File: src/rtl/vga_tile_framebuffer_pkg.sv
// Shared definitions for the tile framebuffer: sweep FSM encoding, border colour
// and the fixed 7-entry colour palette.
package vga_tile_framebuffer_pkg;

    typedef enum logic [1:0] {
        ST_IDLE    = 2'd0,
        ST_CLEAR   = 2'd1,
        ST_SHIFT   = 2'd2,
        ST_TOPFILL = 2'd3
    } state_t;

    localparam logic [11:0] BORDER_RGB = 12'h888;

    localparam logic [11:0] PAL_CYAN   = 12'h0FF;
    localparam logic [11:0] PAL_YELLOW = 12'hFF0;
    localparam logic [11:0] PAL_PURPLE = 12'h80F;
    localparam logic [11:0] PAL_GREEN  = 12'h0F0;
    localparam logic [11:0] PAL_RED    = 12'hF00;
    localparam logic [11:0] PAL_BLUE   = 12'h00F;
    localparam logic [11:0] PAL_ORANGE = 12'hF80;

    // Index 0 (empty) and any index beyond the palette render black.
    function automatic logic [11:0] palette(input logic [7:0] idx);
        logic [11:0] rgb;
        case (idx)
            8'd1:    rgb = PAL_CYAN;
            8'd2:    rgb = PAL_YELLOW;
            8'd3:    rgb = PAL_PURPLE;
            8'd4:    rgb = PAL_GREEN;
            8'd5:    rgb = PAL_RED;
            8'd6:    rgb = PAL_BLUE;
            8'd7:    rgb = PAL_ORANGE;
            default: rgb = 12'h000;
        endcase
        return rgb;
    endfunction

endpackage

File: src/rtl/vga_tile_framebuffer_ram.sv
// Cell storage: registered display read port, combinational internal read port
// for the sweep engine, single write port.
module vga_tile_ram #(
    parameter int WIDTH = 3,
    parameter int DEPTH = 300,
    parameter int AW    = $clog2(DEPTH)
) (
    input  logic             clk,
    input  logic [AW-1:0]    disp_addr,
    output logic [WIDTH-1:0] disp_data,
    input  logic [AW-1:0]    int_addr,
    output logic [WIDTH-1:0] int_data,
    input  logic             wr_en,
    input  logic [AW-1:0]    wr_addr,
    input  logic [WIDTH-1:0] wr_data
);

    logic [WIDTH-1:0] mem [DEPTH];

    // Write port plus display read; a same-cycle write is seen by the next read.
    always_ff @(posedge clk) begin
        if (wr_en) begin
            mem[wr_addr] <= wr_data;
        end
        disp_data <= mem[disp_addr];
    end

    assign int_data = mem[int_addr];

endmodule

File: src/rtl/vga_tile_framebuffer.sv
// Tile-grid framebuffer: 2-cycle pixel render path plus a sweep engine that
// clears the grid or collapses one row (shift rows above down, blank row 0).
module vga_tile_framebuffer
    import vga_tile_framebuffer_pkg::*;
#(
    parameter int BLOCK_SIZE   = 32,
    parameter int VIDEO_WIDTH  = 640,
    parameter int VIDEO_HEIGHT = 480,
    parameter int COLOR_BITS   = 3,
    parameter int BORDER_EN    = 1
) (
    input  logic                                          CLK,
    input  logic                                          RESET_n,
    input  logic [9:0]                                    col,
    input  logic [8:0]                                    row,
    input  logic                                          video_on,
    input  logic                                          wr_en,
    input  logic [$clog2(VIDEO_WIDTH/BLOCK_SIZE)-1:0]     wr_x,
    input  logic [$clog2(VIDEO_HEIGHT/BLOCK_SIZE)-1:0]    wr_y,
    input  logic [COLOR_BITS-1:0]                         wr_color,
    input  logic                                          clear_req,
    input  logic                                          collapse_req,
    input  logic [$clog2(VIDEO_HEIGHT/BLOCK_SIZE)-1:0]    collapse_row,
    output logic                                          busy,
    output logic                                          done,
    output logic [3:0]                                    red,
    output logic [3:0]                                    green,
    output logic [3:0]                                    blue
);

    localparam int GRID_WIDTH  = VIDEO_WIDTH / BLOCK_SIZE;
    localparam int GRID_HEIGHT = VIDEO_HEIGHT / BLOCK_SIZE;
    localparam int XW          = $clog2(GRID_WIDTH);
    localparam int YW          = $clog2(GRID_HEIGHT);
    localparam int DEPTH       = GRID_WIDTH * GRID_HEIGHT;
    localparam int AW          = $clog2(DEPTH);
    localparam int OW          = $clog2(BLOCK_SIZE);

    localparam logic [AW-1:0] LAST_CELL = AW'(DEPTH - 1);
    localparam logic [XW-1:0] LAST_X    = XW'(GRID_WIDTH - 1);
    localparam logic [YW-1:0] LAST_Y    = YW'(GRID_HEIGHT - 1);

    function automatic logic [AW-1:0] cell_addr(input int x, input int y);
        return AW'(y * GRID_WIDTH + x);
    endfunction

    state_t                state_r;
    logic [AW-1:0]         cnt_r;
    logic [XW-1:0]         x_r;
    logic [YW-1:0]         y_r;

    logic [9:0]            cell_col_s;
    logic [8:0]            cell_row_s;
    logic                  in_grid_s;
    logic [AW-1:0]         disp_addr_s;
    logic [COLOR_BITS-1:0] cell_data_s;
    logic                  vid_r;
    logic                  in_grid_r;
    logic [OW-1:0]         xoff_r;
    logic [OW-1:0]         yoff_r;
    logic [11:0]           pix_s;

    logic                  ram_we_s;
    logic [AW-1:0]         ram_waddr_s;
    logic [COLOR_BITS-1:0] ram_wdata_s;
    logic [AW-1:0]         src_addr_s;
    logic [COLOR_BITS-1:0] src_data_s;

    assign cell_col_s  = col >> OW;
    assign cell_row_s  = row >> OW;
    assign in_grid_s   = (col < 10'(GRID_WIDTH * BLOCK_SIZE)) && (row < 9'(GRID_HEIGHT * BLOCK_SIZE));
    // Off-grid pixels read cell 0 so the RAM is never addressed out of range.
    assign disp_addr_s = in_grid_s ? cell_addr(32'(cell_col_s), 32'(cell_row_s)) : {AW{1'b0}};

    vga_tile_ram #(
        .WIDTH (COLOR_BITS),
        .DEPTH (DEPTH),
        .AW    (AW)
    ) u_ram (
        .clk       (CLK),
        .disp_addr (disp_addr_s),
        .disp_data (cell_data_s),
        .int_addr  (src_addr_s),
        .int_data  (src_data_s),
        .wr_en     (ram_we_s & RESET_n),
        .wr_addr   (ram_waddr_s),
        .wr_data   (ram_wdata_s)
    );

    // Stage 1: qualifiers and in-cell offsets travel alongside the cell read.
    always_ff @(posedge CLK) begin
        if (!RESET_n) begin
            vid_r     <= 1'b0;
            in_grid_r <= 1'b0;
            xoff_r    <= {OW{1'b0}};
            yoff_r    <= {OW{1'b0}};
        end else begin
            vid_r     <= video_on;
            in_grid_r <= in_grid_s;
            xoff_r    <= col[OW-1:0];
            yoff_r    <= row[OW-1:0];
        end
    end

    // Colour selection for the cell under the beam.
    always_comb begin
        pix_s = 12'h000;
        if (vid_r && in_grid_r && (cell_data_s != {COLOR_BITS{1'b0}})) begin
            if ((BORDER_EN != 0) && ((xoff_r == {OW{1'b0}}) || (yoff_r == {OW{1'b0}}))) begin
                pix_s = BORDER_RGB;
            end else begin
                pix_s = palette(8'(cell_data_s));
            end
        end else begin
            pix_s = 12'h000;
        end
    end

    // Stage 2: registered RGB outputs.
    always_ff @(posedge CLK) begin
        if (!RESET_n) begin
            {red, green, blue} <= 12'h000;
        end else begin
            {red, green, blue} <= pix_s;
        end
    end

    // Single write port shared by host writes (IDLE only) and sweep steps.
    always_comb begin
        ram_we_s    = 1'b0;
        ram_waddr_s = {AW{1'b0}};
        ram_wdata_s = {COLOR_BITS{1'b0}};
        src_addr_s  = {AW{1'b0}};
        case (state_r)
            ST_IDLE: begin
                if (wr_en && !clear_req && !collapse_req && (wr_x <= LAST_X) && (wr_y <= LAST_Y)) begin
                    ram_we_s    = 1'b1;
                    ram_waddr_s = cell_addr(32'(wr_x), 32'(wr_y));
                    ram_wdata_s = wr_color;
                end else begin
                    ram_we_s    = 1'b0;
                end
            end
            ST_CLEAR: begin
                ram_we_s    = 1'b1;
                ram_waddr_s = cnt_r;
            end
            ST_SHIFT: begin
                ram_we_s    = 1'b1;
                ram_waddr_s = cell_addr(32'(x_r), 32'(y_r));
                src_addr_s  = cell_addr(32'(x_r), 32'(y_r) - 32'd1);
                ram_wdata_s = src_data_s;
            end
            ST_TOPFILL: begin
                ram_we_s    = 1'b1;
                ram_waddr_s = cell_addr(32'(x_r), 32'd0);
            end
            default: begin
                ram_we_s    = 1'b0;
            end
        endcase
    end

    // Sweep FSM with registered busy/done; reset forces a fresh clear sweep.
    always_ff @(posedge CLK) begin
        if (!RESET_n) begin
            state_r <= ST_CLEAR;
            cnt_r   <= {AW{1'b0}};
            x_r     <= {XW{1'b0}};
            y_r     <= {YW{1'b0}};
            busy    <= 1'b1;
            done    <= 1'b0;
        end else begin
            done <= 1'b0;
            case (state_r)
                ST_IDLE: begin
                    x_r   <= {XW{1'b0}};
                    cnt_r <= {AW{1'b0}};
                    if (clear_req) begin
                        state_r <= ST_CLEAR;
                        busy    <= 1'b1;
                    end else if (collapse_req && (collapse_row <= LAST_Y)) begin
                        state_r <= (collapse_row == {YW{1'b0}}) ? ST_TOPFILL : ST_SHIFT;
                        y_r     <= collapse_row;
                        busy    <= 1'b1;
                    end else begin
                        busy    <= 1'b0;
                    end
                end
                ST_CLEAR: begin
                    if (cnt_r == LAST_CELL) begin
                        state_r <= ST_IDLE;
                        busy    <= 1'b0;
                        done    <= 1'b1;
                    end else begin
                        cnt_r   <= cnt_r + {{(AW-1){1'b0}}, 1'b1};
                    end
                end
                ST_SHIFT: begin
                    if (x_r == LAST_X) begin
                        x_r <= {XW{1'b0}};
                        if (y_r == {{(YW-1){1'b0}}, 1'b1}) begin
                            state_r <= ST_TOPFILL;
                        end else begin
                            y_r     <= y_r - {{(YW-1){1'b0}}, 1'b1};
                        end
                    end else begin
                        x_r <= x_r + {{(XW-1){1'b0}}, 1'b1};
                    end
                end
                ST_TOPFILL: begin
                    if (x_r == LAST_X) begin
                        state_r <= ST_IDLE;
                        busy    <= 1'b0;
                        done    <= 1'b1;
                    end else begin
                        x_r     <= x_r + {{(XW-1){1'b0}}, 1'b1};
                    end
                end
                default: begin
                    state_r <= ST_CLEAR;
                    cnt_r   <= {AW{1'b0}};
                    busy    <= 1'b1;
                end
            endcase
        end
    end

endmodule

File: config.mk
export PLATFORM = sky130hd
export DESIGN_NAME = vga_tile_framebuffer
export DESIGN_NICKNAME = d
export VERILOG_FILES = /design/src/rtl/vga_tile_framebuffer_pkg.sv /design/src/rtl/vga_tile_framebuffer_ram.sv /design/src/rtl/vga_tile_framebuffer.sv
export SDC_FILE = /design/constraint.sdc
export NUM_CORES = 2
export LEC_CHECK = 0
export CAP_MARGIN = 15
export CORE_ASPECT_RATIO = 1.25
export CORE_MARGIN = 4
export CORE_UTILIZATION = 50
export CTS_CLUSTER_SIZE = 25
export DETAILED_ROUTE_END_ITERATION = 16
export PLACE_DENSITY = 0.66
export SYNTH_ARGS = -nofsm -noshare
export SYNTH_HDL_FRONTEND = slang
export SYNTH_SLANG_ARGS = --single-unit
File: constraint.sdc
create_clock -name CLK -period 48.6 [get_ports CLK]
set_input_delay 4.86 -clock CLK [delete_from_list [all_inputs] [get_ports CLK]]
set_output_delay 4.86 -clock CLK [all_outputs]
set_load 0.03 [all_outputs]
### After elaboration in Yosys (flattened, before gate mapping)

Memories as Yosys holds them, arrays and structs flattened. A register that Yosys moved wholly into a read port is not among the register bits.
Cells that the tools add are included.

* register bits: 46
* bits in writable memories: 900
* memories: 1

* add/subtract/negate cells: 8
* multiply operators: 4
* magnitude comparators: 5
* equal/unequal tests: 23
* multiplexer cells: 38
* bitwise logic cells: 3
* reduce and logical (&&, ||, !) cells: 28

Memories
* u_ram.mem: words 300, bits a word 3, rd ports 2, clocked after memory_dff 1, wr ports 1, RTL line vga_tile_framebuffer_ram.sv:18 `logic [WIDTH-1:0] mem [DEPTH];`

Operators with widths (count)
* 12-bit one-hot mux with 7 select lines: 1
* 9-bit two-way mux: 4
* 9-bit one-hot mux with 4 select lines: 1
* 9-bit by 5-bit adder with 9-bit output: 3
* 4-bit by 3-bit multiplier with 7-bit output (second input constant): 3
* 2-bit inequality test (second input constant): 9
* 9-bit one-hot mux with 2 select lines: 1
* 4-bit two-way mux: 4
* 5-bit one-hot mux with 3 select lines: 1
* 3-bit equality test (second input constant): 4
* 12-bit two-way mux: 1
* 2-bit two-way mux: 6
* 5-bit zero test: 2
* 10-bit < comparator (second input constant): 1
* 1-bit two-way mux: 10
* 5-bit two-way mux: 2
* 5-bit AND reduction: 2
* 9-bit by 1-bit adder with 9-bit output (second input constant): 1
* 9-bit by 6-bit adder with 9-bit output: 1
* 9-bit equality test (second input constant): 1
* 9-bit < comparator (second input constant): 1
* 3-bit nonzero test: 3
* 4-bit <= comparator (second input constant): 2
* 1-bit logical AND: 8
* 28 further kinds: 37

### Longest topological paths before layout

* depth after elaboration: 10
* depth in mapped cells: 17
* depth with buffers taken out: 14

### By module

A second synthesis with hierarchy kept.

* cells, all modules: 3009
* area total of the unflattened synthesis: 47334.1 um^2

By module, submodules not included
* vga_tile_ram: times used 1, cells each 2600, area an instance 43934.6 um^2, sequential area each 27086.0 um^2
* vga_tile_framebuffer: times used 1, cells each 409, area an instance 3399.5 um^2, sequential area each 800.8 um^2

### Worst setup path after synthesis

Ideal clock, no wire load.

* path type: input to register
* start point: in clear_req
* end point: mem u_ram.mem[0][0] (data pin)
* library setup time: 2.674 ns
* arrival: 18.110 ns
* data required time: 45.926 ns
* path slack: 27.815 ns
* cell stages on the path: 8
* buffers on the path: 0
* cell sequence: nor3b_1 > nand3_1 > nor3_1 > nand2_1 > o41ai_1 > or4_1 > a311oi_1 > a221oi_1

* cells in the longest elaborated chain, start to end: 7

RTL lines
* start, declared: RTL line vga_tile_framebuffer.sv:21 `input logic clear_req,`
* 1-bit zero test: RTL line vga_tile_framebuffer.sv:136 `if (wr_en && !clear_req && !collapse_req && (wr_x <= LAST_X) && (wr_y <= LAST_Y)) begin`
* 1-bit logical AND (4 in series): RTL line vga_tile_framebuffer.sv:136
* 3-bit two-way mux: RTL line vga_tile_framebuffer.sv:136
* 3-bit one-hot mux with 2 select lines: RTL line vga_tile_framebuffer.sv:134 `case (state_r)`
* named net ram_wdata_s[0]: RTL line vga_tile_framebuffer.sv:65 `logic [COLOR_BITS-1:0] ram_wdata_s;`
* end, declared: RTL line vga_tile_framebuffer_ram.sv:18

The timed path passes the listed nets, and every way through them passes these cells.

### Worst setup path after layout

* start point: in col[7]
* end point: reg u_ram.disp_data[2], read port of u_ram.mem

* cells in the longest elaborated chain, start to end: 3

RTL lines
* start, declared: RTL line vga_tile_framebuffer.sv:14 `input logic [9:0] col,`
* 10-bit < comparator: RTL line vga_tile_framebuffer.sv:71 `assign in_grid_s = (col < 10'(GRID_WIDTH * BLOCK_SIZE)) && (row < 9'(GRID_HEIGHT * BLOCK_SIZE));`
* 1-bit logical AND: RTL line vga_tile_framebuffer.sv:71
* 9-bit two-way mux (*): RTL line vga_tile_framebuffer.sv:73 `assign disp_addr_s = in_grid_s ? cell_addr(32'(cell_col_s), 32'(cell_row_s)) : {AW{1'b0}};`
* end, declared: RTL line vga_tile_framebuffer_ram.sv:10 `output logic [WIDTH-1:0] disp_data,`

Mark *: on every way between the ends. The rest lies on a longest branch, timed or not.
A chain may end at the register's enable or synchronous reset.

==> metrics <==
status completed; ys flop type edfxtp_1; skew final 0.03932 ns; TritonCTS clock tree yes; worst endpoint required time 49.15 ns; post-CTS sizing 0; final worst path period share 20.88%; VDD IR max 0.00002598 V; post-DP HPWL 138000 microns; max-slew violations 0; largest net degree at the start of global routing 233; die area 104100 sq um; Total GRT Usage 40.80%; Initial DRC Count 7532; crit path DAT 10.69 ns; critical path class in2reg; main area contributors after synthesis edfxtp_1, mux2i_1, nor2_1; gpl congestion 1.066; post-DR vias/cell 7.603; crit path time final 10.15 ns; Power Density 38.46 nW/um^2; routed vias 42.45k; post-synth design cell area 49490 sq um; crit-path max FO 17; clock net sink count 943; row cnt 128; Yosys warning total 0; core area 97850 sq um; wire per inst 39.10 microns; clk root buf clkbuf_16; buffers added on ports 54; Initial Utilization 50.58%; top-count cell post-synth edfxtp_1; initial antenna violation count 10; die width 289.4 microns; Hold Fails Final Rpt 0; height of the die 359.8 microns; H-tree Lvls 3; hold crit path type reg2reg; Nets 4282; number of enable flip-flop cells after synthesis 900; Max Cap Viol 0; layout cells sized above 1 12.01%; Setup-failing EPs final 0; Final TNS setup 0 ns; gr ovfl total 0; Syn-to-layout area delta 9.918%; post-route ant nets 0; Mapped Avg Cell Area 11.51 sq um; fmax 98.54 MHz; Synth top cells by count edfxtp_1, nor2_1, nand2_1; FFs w/ async S/R, synth 0%; library cells used by synthesis 104; CTS buffer count 95; first-pass GRT wire length 301200 microns; Synth top area share 54.61%; Least-Margin Pin Slew 1.439 ns; CTS clk-pin slew, worst paths 0.07 ns; max_slew headroom 3.172%; Post-Synthesis Cells 4301; Post-CTS Setup Bufs 0; CP endpoint kind flip-flop; area leader, netlist edfxtp_1; Residual DRC 0; Hold Slack 0.4989 ns; CP cell instances clkdlybuf4s50_1 > ha_4 > inv_1 > fa_2 > buf_4 > or3b_1 > nand2_1 > a32oi_1 > and4_1 > o211a_1 > nor4_1 > a211oi_1; CP max stage delay 1.21 ns; worst skew pair latency 0.74 ns; CP max stage cell nor4_1; CP startpoint kind input port; register area share after synthesis 56.35%; CTS max path bufs 3; first-pass iteration count of the detailed router 7; Top Ports 55; Yosys reg bits 943; drt total wl 218300 microns; RSZ-0062 raised after global routing false; number of global-route vias before repair 40.12k; Leak 17.63 nW; syn_nets 4385; CTS Hold Bufs 0
==> layout by cell type (no fill, tap or decap), types with 27 or more instances in the layout <==
cell type / netlist / final
nand3_1: 93 / 92
a22oi_1: 45 / 45
o221ai_1: 73 / 73
a31oi_1: 66 / 66
nand2_1: 414 / 413
inv_1: 42 / 40
a211oi_1: 99 / 98
clkdlybuf4s50_1: 0 / 52
ha_1: 35 / 33
mux2i_1: 240 / 240
o211ai_1: 49 / 49
nor3_1: 75 / 73
and3_1: 34 / 34
edfxtp_1: 900 / 900
and2_1: 27 / 27
dfxtp_1: 43 / 39
a221oi_1: 73 / 72
mux2_2: 80 / 80
o21ai_0: 125 / 124
buf_4: 47 / 122
nor4_1: 28 / 28
nand4_1: 33 / 33
a21oi_1: 218 / 218
o22ai_1: 95 / 95
nand2b_1: 36 / 34
mux4_2: 49 / 49
or2_2: 27 / 27
clkbuf_16: 0 / 103
nor2_1: 480 / 479
==> path summary, 6_finish.rpt <==
kind	startpoint	endpoint	slack (ns)	depth (start not counted)
hold / removal	busy$_SDFFE_PN1P_	busy$_SDFFE_PN1P_	0.50	2
hold reg to reg	busy$_SDFFE_PN1P_	busy$_SDFFE_PN1P_	0.50	2
setup reg to reg	y_r[0]$_SDFFE_PN0P_	u_ram.mem[147][0]$_DFFE_PP_	40.13	15
setup / recovery	col[7]	u_ram.disp_data[2]$_DFF_P_	38.45	12
==> logic make-up (layout without fill, tap and decap cells) <==
kind of cell / Yosys count / count (layout) / synth area share (%)
other: 0 / 5 / 0
multiplexers: 370 / 370 / 8.932
AO/OA/AOI/OAI: 1109 / 1109 / 15.83
flip-flops: 943 / 943 / 56.35
AND/OR/NAND/NOR: 1376 / 1376 / 12.90
buffers and inverters: 431 / 408 / 4.227
adder cells (fa/ha/maj): 44 / 44 / 1.229
XOR/XNOR: 28 / 28 / 0.5385
==> sequential cells by signal (all words and copies together), names as in the netlist, 2 cells and up <==
| signal | cells |
|---|---|
| u_ram.mem | 900 |
| cnt_r | 9 |
| x_r | 5 |
| xoff_r | 5 |
| yoff_r | 5 |
| y_r | 4 |
| u_ram.disp_data | 3 |
| blue | 2 |
| green | 2 |
| red | 2 |
| state_r | 2 |
==> worst max-delay path, delay by kind of cell <==
family,cells,cell delay (ns)
and+or+nand+nor,4,3.08
buffers and inverters,3,1.07
adders and majority gates,2,1.03
AOI/OAI and AO/OA,3,0.62
==> power by group <==
part	switching, W	internal [W]	leakage, nW
sequential	0.00000914	0.000896	8.37
clock	0.000334	0.000453	1.60
combinational	0.000294	0.000106	7.65
==> routing by layer <==
| layer | global-route usage, % | vias to the layer above | wire, microns |
|---|---|---|---|
| li1 | - | 16560 | - |
| met1 | 49.01 | 20650 | 71390 |
| met2 | 58.96 | 4081 | 92200 |
| met3 | 14.18 | 1162 | 31580 |
| met4 | 33.51 | 6 | 23060 |
| met5 | 0.1389 | - | 40 |
==> cell type report <==
cell class	instances	area, sq um
repair buffers	188	1698
clock buffers	121	2675
inverters	43	162.7
flip-flops and latches	943	27890
diodes	5	12.51
well taps	1300	1627
multi-input cells	2927	19720
fillers	8231	43450
clock inverters	56	609.3
==> metrics by stage <==
| step | utilization [%] | setup WS (ns) | cell area, sq um | cells | power (W) |
|---|---|---|---|---|---|
| after floorplan | - | 27.82 | 49490 | 4301 | 0.001126 |
| after global placement | 52.05 | 38.15 | 50930 | 5393 | 0.001289 |
| after detailed placement | 52.11 | 38.26 | 50990 | 5395 | 0.001293 |
| after CTS | 55.47 | 39.00 | 54280 | 5572 | 0.002059 |
| after global routing | 55.58 | 38.74 | 54390 | 5578 | 0.002121 |
| final | 55.59 | 38.45 | 54400 | 5583 | 0.002092 |
(Power assumes the default switching activity.)
